## config.mk

```make
export PLATFORM = sky130hd
export DESIGN_NAME = multicycle_control_flat
export DESIGN_NICKNAME = d
export VERILOG_FILES = /design/src/rtl/multicycle_control_if.sv /design/src/rtl/multicycle_control.sv /design/src/flat_wrapper.sv
export SDC_FILE = /design/constraint.sdc
export NUM_CORES = 1
export LEC_CHECK = 0
export ABC_AREA = 1
export BUFFER_PORTS_ARGS = -buffer_cell sky130_fd_sc_hd__buf_2
export CAP_MARGIN = 10
export CORE_MARGIN = 8
export CORE_UTILIZATION = 30
export DETAILED_ROUTE_END_ITERATION = 10
export HOLD_SLACK_MARGIN = 0.12
export MAX_ROUTING_LAYER = met4
export SETUP_SLACK_MARGIN = 0.2
export SLEW_MARGIN = 20
export SYNTH_ARGS = -nofsm -noshare
export SYNTH_HDL_FRONTEND = slang
export SYNTH_SLANG_ARGS = --single-unit
```

## constraint.sdc

```tcl
create_clock -name clk -period 2.73 [get_ports clk]
set_clock_uncertainty 0.15 [all_clocks]
set_input_delay 0.4095 -clock clk [delete_from_list [all_inputs] [get_ports clk]]
set_output_delay 0.4095 -clock clk [all_outputs]
set_load 0.01 [all_outputs]
```

## src/rtl/multicycle_control_if.sv

```systemverilog
// Memory handshake bundle between the multicycle controller and the shared memory port.
// The controller drives the request and write strobe; memory answers with ready.
interface multicycle_control_if;
    logic mem_req;
    logic mem_write;
    logic mem_ready;

    modport master (output mem_req, output mem_write, input mem_ready);
    modport slave  (input mem_req, input mem_write, output mem_ready);
endinterface

```

## src/rtl/multicycle_control.sv

```systemverilog
// FSM controller for the multicycle RV32 datapath: one ALU and one memory port shared
// across 3-5 cycle instruction sequences, with memory handshake, timeout and illegal traps.
module multicycle_control #(
    parameter bit MEM_HANDSHAKE = 1'b1,
    parameter int WAIT_LIMIT    = 0,
    parameter bit BRANCH_EXT    = 1'b1
) (
    input  logic                 clk,
    input  logic                 reset,
    multicycle_control_if.master mem,
    input  logic [6:0]           op,
    input  logic [2:0]           funct3,
    input  logic                 zero,
    output logic                 adr_src,
    output logic                 ir_write,
    output logic                 pc_write,
    output logic                 reg_write,
    output logic [1:0]           alu_src_a,
    output logic [1:0]           alu_src_b,
    output logic [1:0]           alu_op,
    output logic [1:0]           inm_src,
    output logic [1:0]           result_src,
    output logic [2:0]           type_md,
    output logic [3:0]           state_o,
    output logic                 illegal,
    output logic                 mem_err
);

    localparam logic [6:0] OP_LW  = 7'b0000011;
    localparam logic [6:0] OP_SW  = 7'b0100011;
    localparam logic [6:0] OP_R   = 7'b0110011;
    localparam logic [6:0] OP_I   = 7'b0010011;
    localparam logic [6:0] OP_B   = 7'b1100011;
    localparam logic [6:0] OP_JAL = 7'b1101111;

    // A zero-width counter is not legal, so the no-timeout build keeps one idle bit.
    localparam int            CW       = (WAIT_LIMIT > 0) ? $clog2(WAIT_LIMIT + 1) : 1;
    localparam logic [CW-1:0] CNT_LAST = CW'((WAIT_LIMIT > 0) ? WAIT_LIMIT - 1 : 0);

    typedef enum logic [3:0] {
        S_FETCH    = 4'd0,
        S_DECODE   = 4'd1,
        S_MEMADR   = 4'd2,
        S_MEMREAD  = 4'd3,
        S_MEMWB    = 4'd4,
        S_MEMWRITE = 4'd5,
        S_EXECR    = 4'd6,
        S_EXECI    = 4'd7,
        S_ALUWB    = 4'd8,
        S_BRANCH   = 4'd9,
        S_JAL      = 4'd10,
        S_TRAP     = 4'd11
    } state_t;

    state_t        state, state_n;
    logic [CW-1:0] wait_cnt, wait_cnt_n;
    logic          rdy, stall, timeout;
    logic          br_legal, br_take;
    logic          set_ill, set_err;
    logic          req_c, wr_c, irw_c, pcw_c, rgw_c;

    assign rdy      = MEM_HANDSHAKE ? mem.mem_ready : 1'b1;
    assign stall    = (state == S_FETCH || state == S_MEMREAD || state == S_MEMWRITE) && !rdy;
    // Ready in the last allowed cycle still wins: timeout needs ready low right now.
    assign timeout  = (WAIT_LIMIT > 0) && stall && (wait_cnt == CNT_LAST);
    assign br_legal = (funct3 == 3'b000) || (BRANCH_EXT && funct3 == 3'b001);
    assign br_take  = (funct3 == 3'b001) ? !zero : zero;

    always_ff @(posedge clk or posedge reset) begin
        if (reset) begin
            state    <= S_FETCH;
            wait_cnt <= '0;
            illegal  <= 1'b0;
            mem_err  <= 1'b0;
        end else begin
            state    <= state_n;
            wait_cnt <= wait_cnt_n;
            illegal  <= illegal | set_ill;
            mem_err  <= mem_err | set_err;
        end
    end

    always_comb begin
        state_n    = state;
        set_ill    = 1'b0;
        set_err    = 1'b0;
        req_c      = 1'b0;
        wr_c       = 1'b0;
        irw_c      = 1'b0;
        pcw_c      = 1'b0;
        rgw_c      = 1'b0;
        adr_src    = 1'b0;
        alu_src_a  = 2'b00;
        alu_src_b  = 2'b00;
        alu_op     = 2'b00;
        inm_src    = 2'b00;
        result_src = 2'b00;
        case (state)
            S_FETCH: begin
                req_c      = 1'b1;
                alu_src_b  = 2'b10;
                result_src = 2'b10;
                irw_c      = rdy;
                pcw_c      = rdy;
                if (rdy) begin
                    state_n = S_DECODE;
                end else if (timeout) begin
                    state_n = S_TRAP;
                    set_err = 1'b1;
                end
            end
            S_DECODE: begin
                alu_src_a = 2'b01;
                alu_src_b = 2'b01;
                inm_src   = 2'b10;
                case (op)
                    OP_LW, OP_SW: state_n = S_MEMADR;
                    OP_R:         state_n = S_EXECR;
                    OP_I:         state_n = S_EXECI;
                    OP_JAL:       state_n = S_JAL;
                    OP_B: begin
                        state_n = br_legal ? S_BRANCH : S_TRAP;
                        set_ill = !br_legal;
                    end
                    default: begin
                        state_n = S_TRAP;
                        set_ill = 1'b1;
                    end
                endcase
            end
            S_MEMADR: begin
                alu_src_a = 2'b10;
                alu_src_b = 2'b01;
                inm_src   = (op == OP_SW) ? 2'b01 : 2'b00;
                state_n   = (op == OP_SW) ? S_MEMWRITE : S_MEMREAD;
            end
            S_MEMREAD: begin
                req_c   = 1'b1;
                adr_src = 1'b1;
                if (rdy) begin
                    state_n = S_MEMWB;
                end else if (timeout) begin
                    state_n = S_TRAP;
                    set_err = 1'b1;
                end
            end
            S_MEMWB: begin
                result_src = 2'b01;
                rgw_c      = 1'b1;
                state_n    = S_FETCH;
            end
            S_MEMWRITE: begin
                req_c   = 1'b1;
                wr_c    = 1'b1;
                adr_src = 1'b1;
                if (rdy) begin
                    state_n = S_FETCH;
                end else if (timeout) begin
                    state_n = S_TRAP;
                    set_err = 1'b1;
                end
            end
            S_EXECR: begin
                alu_src_a = 2'b10;
                alu_op    = 2'b10;
                state_n   = S_ALUWB;
            end
            S_EXECI: begin
                alu_src_a = 2'b10;
                alu_src_b = 2'b01;
                alu_op    = 2'b10;
                state_n   = S_ALUWB;
            end
            S_ALUWB: begin
                rgw_c   = 1'b1;
                state_n = S_FETCH;
            end
            S_BRANCH: begin
                alu_src_a = 2'b10;
                alu_op    = 2'b01;
                pcw_c     = br_take;
                state_n   = S_FETCH;
            end
            S_JAL: begin
                alu_src_a = 2'b01;
                alu_src_b = 2'b10;
                inm_src   = 2'b11;
                pcw_c     = 1'b1;
                state_n   = S_ALUWB;
            end
            default: state_n = S_TRAP;
        endcase
    end

    always_comb begin
        wait_cnt_n = '0;
        if (WAIT_LIMIT > 0 && stall && state_n == state)
            wait_cnt_n = wait_cnt + 1'b1;
    end

    always_comb begin
        case (op)
            OP_LW, OP_I: type_md = 3'b000;
            OP_SW:       type_md = 3'b001;
            OP_R:        type_md = 3'b010;
            OP_B:        type_md = 3'b011;
            OP_JAL:      type_md = 3'b100;
            default:     type_md = 3'b111;
        endcase
    end

    // State resets asynchronously to FETCH, but FETCH itself requests memory, so
    // the enables are masked with reset directly to keep them low for the whole pulse.
    assign mem.mem_req   = req_c & ~reset;
    assign mem.mem_write = wr_c  & ~reset;
    assign ir_write      = irw_c & ~reset;
    assign pc_write      = pcw_c & ~reset;
    assign reg_write     = rgw_c & ~reset;
    assign state_o       = state;

endmodule

```

## src/flat_wrapper.sv

```systemverilog
// flat-port wrapper written by rule: the top's interface ports become plain ports
module multicycle_control_flat 
#(
    parameter bit MEM_HANDSHAKE = 1'b1,
    parameter int WAIT_LIMIT    = 0,
    parameter bit BRANCH_EXT    = 1'b1
)
  (clk, reset, op, funct3, zero, adr_src, ir_write, pc_write, reg_write, alu_src_a, alu_src_b, alu_op, inm_src, result_src, type_md, state_o, illegal, mem_err, mem_mem_req, mem_mem_write, mem_mem_ready);
  multicycle_control_if mem_i ();
  input  logic clk;
  input  logic reset;
  input  logic [6:0] op;
  input  logic [2:0] funct3;
  input  logic zero;
  output logic adr_src;
  output logic ir_write;
  output logic pc_write;
  output logic reg_write;
  output logic [1:0] alu_src_a;
  output logic [1:0] alu_src_b;
  output logic [1:0] alu_op;
  output logic [1:0] inm_src;
  output logic [1:0] result_src;
  output logic [2:0] type_md;
  output logic [3:0] state_o;
  output logic illegal;
  output logic mem_err;
  output wire logic [$bits(mem_i.mem_req)-1:0] mem_mem_req;
  output wire logic [$bits(mem_i.mem_write)-1:0] mem_mem_write;
  input wire logic [$bits(mem_i.mem_ready)-1:0] mem_mem_ready;
  assign mem_mem_req = mem_i.mem_req;
  assign mem_mem_write = mem_i.mem_write;
  assign mem_i.mem_ready = mem_mem_ready;
  multicycle_control #(.MEM_HANDSHAKE(MEM_HANDSHAKE), .WAIT_LIMIT(WAIT_LIMIT), .BRANCH_EXT(BRANCH_EXT)) u_core (.clk(clk), .reset(reset), .mem(mem_i), .op(op), .funct3(funct3), .zero(zero), .adr_src(adr_src), .ir_write(ir_write), .pc_write(pc_write), .reg_write(reg_write), .alu_src_a(alu_src_a), .alu_src_b(alu_src_b), .alu_op(alu_op), .inm_src(inm_src), .result_src(result_src), .type_md(type_md), .state_o(state_o), .illegal(illegal), .mem_err(mem_err));
endmodule
```

* Word level (Yosys, flattened, before mapping)
Cells that the tools add are included.
** Word-level totals
- Register bits :: 5
- Bits of input ports :: 14
- Logic and storage cells :: 71
** Cells by class
- Equal/unequal tests :: 20
- Multiplexer cells :: 23
- Bitwise logic cells :: 7
- Reductions and logical operators :: 19
** Operator list (count)
- $pmux 4 s7 :: 1
- $pmux 4 s5 :: 1
- $eq 4x3->1 const B :: 4
- $pmux 2 s2 :: 4
- $pmux 3 s5 :: 1
- $eq 7x6->1 const B :: 2
- $eq 7x7->1 const B :: 2
- $reduce_or 2->1 :: 7
- $eq 4x4->1 const B :: 3
- $mux 4 :: 3
- $reduce_or 3->1 :: 4
- $eq 4x2->1 const B :: 2
- $mux 1 :: 8
- $eq 7x2->1 const B :: 1
- $eq 7x5->1 const B :: 1
- $ne 2x2->1 const B :: 3
- $pmux 2 s3 :: 1
- $and 1x1->1 :: 5
- $reduce_or 5->1 :: 1
- $eq 4x1->1 const B :: 1
- $logic_not 4->1 :: 1
- $reduce_or 4->1 :: 1
- $eq 3x1->1 const B :: 1
- $logic_not 3->1 :: 1
- other kinds (9) :: 10

* Depth between registers and ports, before layout
- Depth in word-level cells :: 6
- Mapped depth :: 8

* Least setup slack after synthesis
Ideal clock, no wire load.
- Kind :: register to output
- From :: reg u_core.state[1], in the netlist u_core.state_o[1]
- To :: out pc_write
- Data arrival time :: 1.215 ns
- Path slack :: 0.955 ns
- Stages on the path, launching flop included :: 6
- Path buffers :: 0
- Cell sequence :: dfrtp_1 inv_1 nand2_1 nor2_1 nand3_1 a31oi_1
** On the way
- Cells in the longest elaborated chain, start to end :: 3
** Ends and longest elaborated chain
- from (decl) :: line multicycle_control.sv:55 : state_t state, state_n;
- from (signal assigned) :: line multicycle_control.sv:76 : state <= state_n;
- $eq 4x4->1 or $logic_not 4->1 (tied branches) :: line multicycle_control.sv:98 : case (state)
- $pmux 1 s3 (*) :: line multicycle_control.sv:98
- $and 1x1->1 (*) :: line multicycle_control.sv:217 : assign pc_write = pcw_c & ~reset;
- to (decl) :: line flat_wrapper.sv:17 : output logic pc_write;
Mark *: on every way between the ends. The rest lies on a longest branch, timed or not.

* Worst setup path after layout
- From :: in reset
- To :: out reg_write
** On the way
- Cells in the longest elaborated chain, start to end :: 2
** Ends and longest elaborated chain
- from (decl) :: line flat_wrapper.sv:11 : input logic reset;
- $not 1->1 :: line multicycle_control.sv:218 : assign reg_write = rgw_c & ~reset;
- $and 1x1->1 :: line multicycle_control.sv:218
- to (decl) :: line flat_wrapper.sv:18 : output logic reg_write;
No other way between the ends.

==> metrics.log <==
[metrics] # clock sinks: 5
[metrics] total track usage: between 10 and 15%
[metrics] setup TNS: 0 ns
[metrics] filler-free cell count of the finished design: 170
[metrics] post-cts hold buffer count: 1
[metrics] setup-violating endpoint count in the final report: 0
[metrics] area share of the leading cell type in the synthesized netlist: 21.9%
[metrics] H-Tree Level Count: 1
[metrics] via count of the first global-routing pass: 732
[metrics] starting utilization of the core area: between 30% and 40%
[metrics] Die Outline Area: 3560 um^2
[metrics] layout cell share with drive strength beyond 1: 32.4%
[metrics] core region area: 1760 um^2
[metrics] leakage power: 0.536 nW
[metrics] path category of the worst min-delay check: reg -> reg
[metrics] fillers: roughly 230
[metrics] later-pin clock latency in the skew report: 0.23 ns
[metrics] placed cell count: 165
[metrics] cell types with the largest area share after synthesis: sky130_fd_sc_hd__dfrtp_1 22%, sky130_fd_sc_hd__nand2_1 19%, sky130_fd_sc_hd__inv_1 12%
[metrics] die width: 59.7 um
[metrics] most frequent cells in the layout: 37 x sky130_fd_sc_hd__buf_2, 29 x sky130_fd_sc_hd__nand2_1, 19 x sky130_fd_sc_hd__inv_1
[metrics] count of boundary I/O pins: 39
[metrics] final layout net count: 160
[metrics] area of the mapped netlist: about 570 um^2
[metrics] most common cell after layout, fill and taps aside: sky130_fd_sc_hd__buf_2
[metrics] total overflow reported by the global router: 0
[metrics] result of the run: complete, no violations
[metrics] arrival time of the worst setup path: 1.49 ns
[metrics] number of unique standard cell types used by synthesis: 19
[metrics] Worst IR Drop VDD: slightly below 0.2 mV
[metrics] CTS buffer count: 3
[metrics] number of max-cap violations: 0
[metrics] clock tree from TritonCTS: built
[metrics] dominant cell type by area after synthesis: sky130_fd_sc_hd__dfrtp_1
[metrics] total number of vias: 767
[metrics] Hold Crit Depth: 1
[metrics] Gate Count Post-Synth: 104
[metrics] Worst Reg-to-Reg Cells: 6
[metrics] placement row count: 15
[metrics] tightest hold margin: 0.298 ns
[metrics] hold violation count in the final report: 0
[metrics] Detail Route Antenna Nets: 0
[metrics] critical path peak fanout: 6
[metrics] total count of max-transition violations in the final report: 0
[metrics] Synthesis Warnings: 0
[metrics] height of the die: between 50 and 60 um
[metrics] global-route wire length before repair: 3.05 mm
[metrics] synthesis-to-layout area growth: 42.9%
[metrics] iteration count of the initial detailed-routing pass: 4
[metrics] drt initial violations: 18
[metrics] synthesis-stage register bit count: 5
[metrics] Worst-path clk slew: ~0.040 ns
[metrics] GP Congestion: 0.906
[metrics] fin crit period: 2.05 ns
[metrics] share of the clock period used by the worst path after layout: 75.0%
[metrics] net count of the mapped netlist: 118
[metrics] number of diodes added for antenna fixing: 0
[metrics] kind of end point of the critical path: output pin
[metrics] vias per std cell: around 4.5
[metrics] Mapped Avg Cell Area: between 5 and 6 um^2
[metrics] port buffer count: 37
[metrics] kind of start point of the critical path: input pin
[metrics] Gates resized, CTS repair: 0
[metrics] buffers inserted by post-CTS timing repair: 0
[metrics] setup repair after global routing missed its margin: false
[metrics] routed length per placed instance: 11.1 um
[metrics] dpl hpwl: 1.66 mm
[metrics] wire length reported by the detailed router: 1.89 mm
[metrics] type of the worst setup path: in -> out
[metrics] Residual DRC: 0
[metrics] share of the yosys chip area belonging to registers: 21.9%
[metrics] clock tree root buffer cell: sky130_fd_sc_hd__clkbuf_4
[metrics] maximum count of clock buffers along a single path: 2
[metrics] max frequency: 489 MHz
[metrics] required time at the worst-slack endpoint: 2.17 ns
[metrics] largest net degree at the start of global routing: 8
[metrics] antenna violations before repair: 0
[metrics] power per cell area: 225 nW/um^2
layer usage:
layer	share of wire, %	up-vias	GRT usage (%)
met1	44	331	12.6
li1	-	414	-
met5	0	-	-
met4	0	0	6.12
met3	7.9	0	1.93
met2	48	22	18.0
stage by stage:
step           cell area, um^2  total power [mW]  worst slack, ns  utilization (%)
2_1_floorplan              572            0.0883            0.955                -
3_3_place_gp               781             0.102            0.938             44.3
3_5_place_dp               781             0.103            0.951             44.3
4_1_cts                    817             0.190            0.684             46.3
5_1_grt                    817             0.195            0.542             46.3
6_report                   817             0.183            0.684             46.3
power breakdown:
part | total [mW] | switching (mW) | internal, mW
Clock | 0.0811 | 0.0261 | 0.0550
Sequential | 0.0745 | 0 | 0.0745
Combinational | 0.0279 | 0.0161 | 0.0118
cell usage after synthesis:
cell / number
sky130_fd_sc_hd__o21ai_0: 2
sky130_fd_sc_hd__nand2_2: 1
sky130_fd_sc_hd__o211ai_1: 1
sky130_fd_sc_hd__conb_1: 1
sky130_fd_sc_hd__nand2_1: 29
sky130_fd_sc_hd__a21o_1: 2
sky130_fd_sc_hd__nand4_1: 3
sky130_fd_sc_hd__o31ai_1: 1
sky130_fd_sc_hd__nor2_2: 5
sky130_fd_sc_hd__a21oi_1: 1
sky130_fd_sc_hd__nand3_1: 13
sky130_fd_sc_hd__nor2_1: 15
sky130_fd_sc_hd__a31oi_1: 2
sky130_fd_sc_hd__o2111ai_1: 1
sky130_fd_sc_hd__buf_4: 1
sky130_fd_sc_hd__dfrtp_1: 5
sky130_fd_sc_hd__inv_2: 1
sky130_fd_sc_hd__a211oi_1: 1
sky130_fd_sc_hd__inv_1: 19
critical path, cell delays in order:
cell and delay [ns]:
sky130_fd_sc_hd__dlygate4sd3_1 0.54, sky130_fd_sc_hd__buf_2 0.16, sky130_fd_sc_hd__a211oi_1 0.21, sky130_fd_sc_hd__buf_2 0.17
path summary, 6_finish.rpt:
check	startpoint	end	slack, ns
hold reg to reg	u_core.illegal	u_core.illegal	0.30
setup reg to reg	u_core.state_o[1]	u_core.state_o[0]	1.24
setup / recovery	reset	reg_write	0.68
hold / removal	u_core.illegal	u_core.illegal	0.30
max in group asynchronous	reset	u_core.state_o[2]	1.75
min in group asynchronous	reset	u_core.state_o[3]	0.52
sequential cells by signal (all words and copies together), names as in the netlist:
| register | cells |
|---|---|
| u_core.state_o | 4 |
| u_core.illegal | 1 |
area by class of cell:
type | count | area (um^2) | share of cell area (%)
clock buffer | 4 | 26.3 | 3.22
inverter | 20 | 75.1 | 9.19
multi-input combinational | 78 | 364 | 44.6
sequential | 5 | 125 | 15.3
tap | 25 | 31.3 | 3.83
timing repair buffer | 38 | 195 | 23.9
cell families (layout without fill, tap and decap cells):
family / Yosys count / after routing / synth area share, %
other cells: 1 / 1 / 0.656
simple gates: 66 / 66 / 50.1
flops: 5 / 5 / 21.9
buf+inv: 21 / 62 / 14.4
compound gates: 11 / 11 / 12.9
No activity file was read; power rests on OpenSTA's default activity.
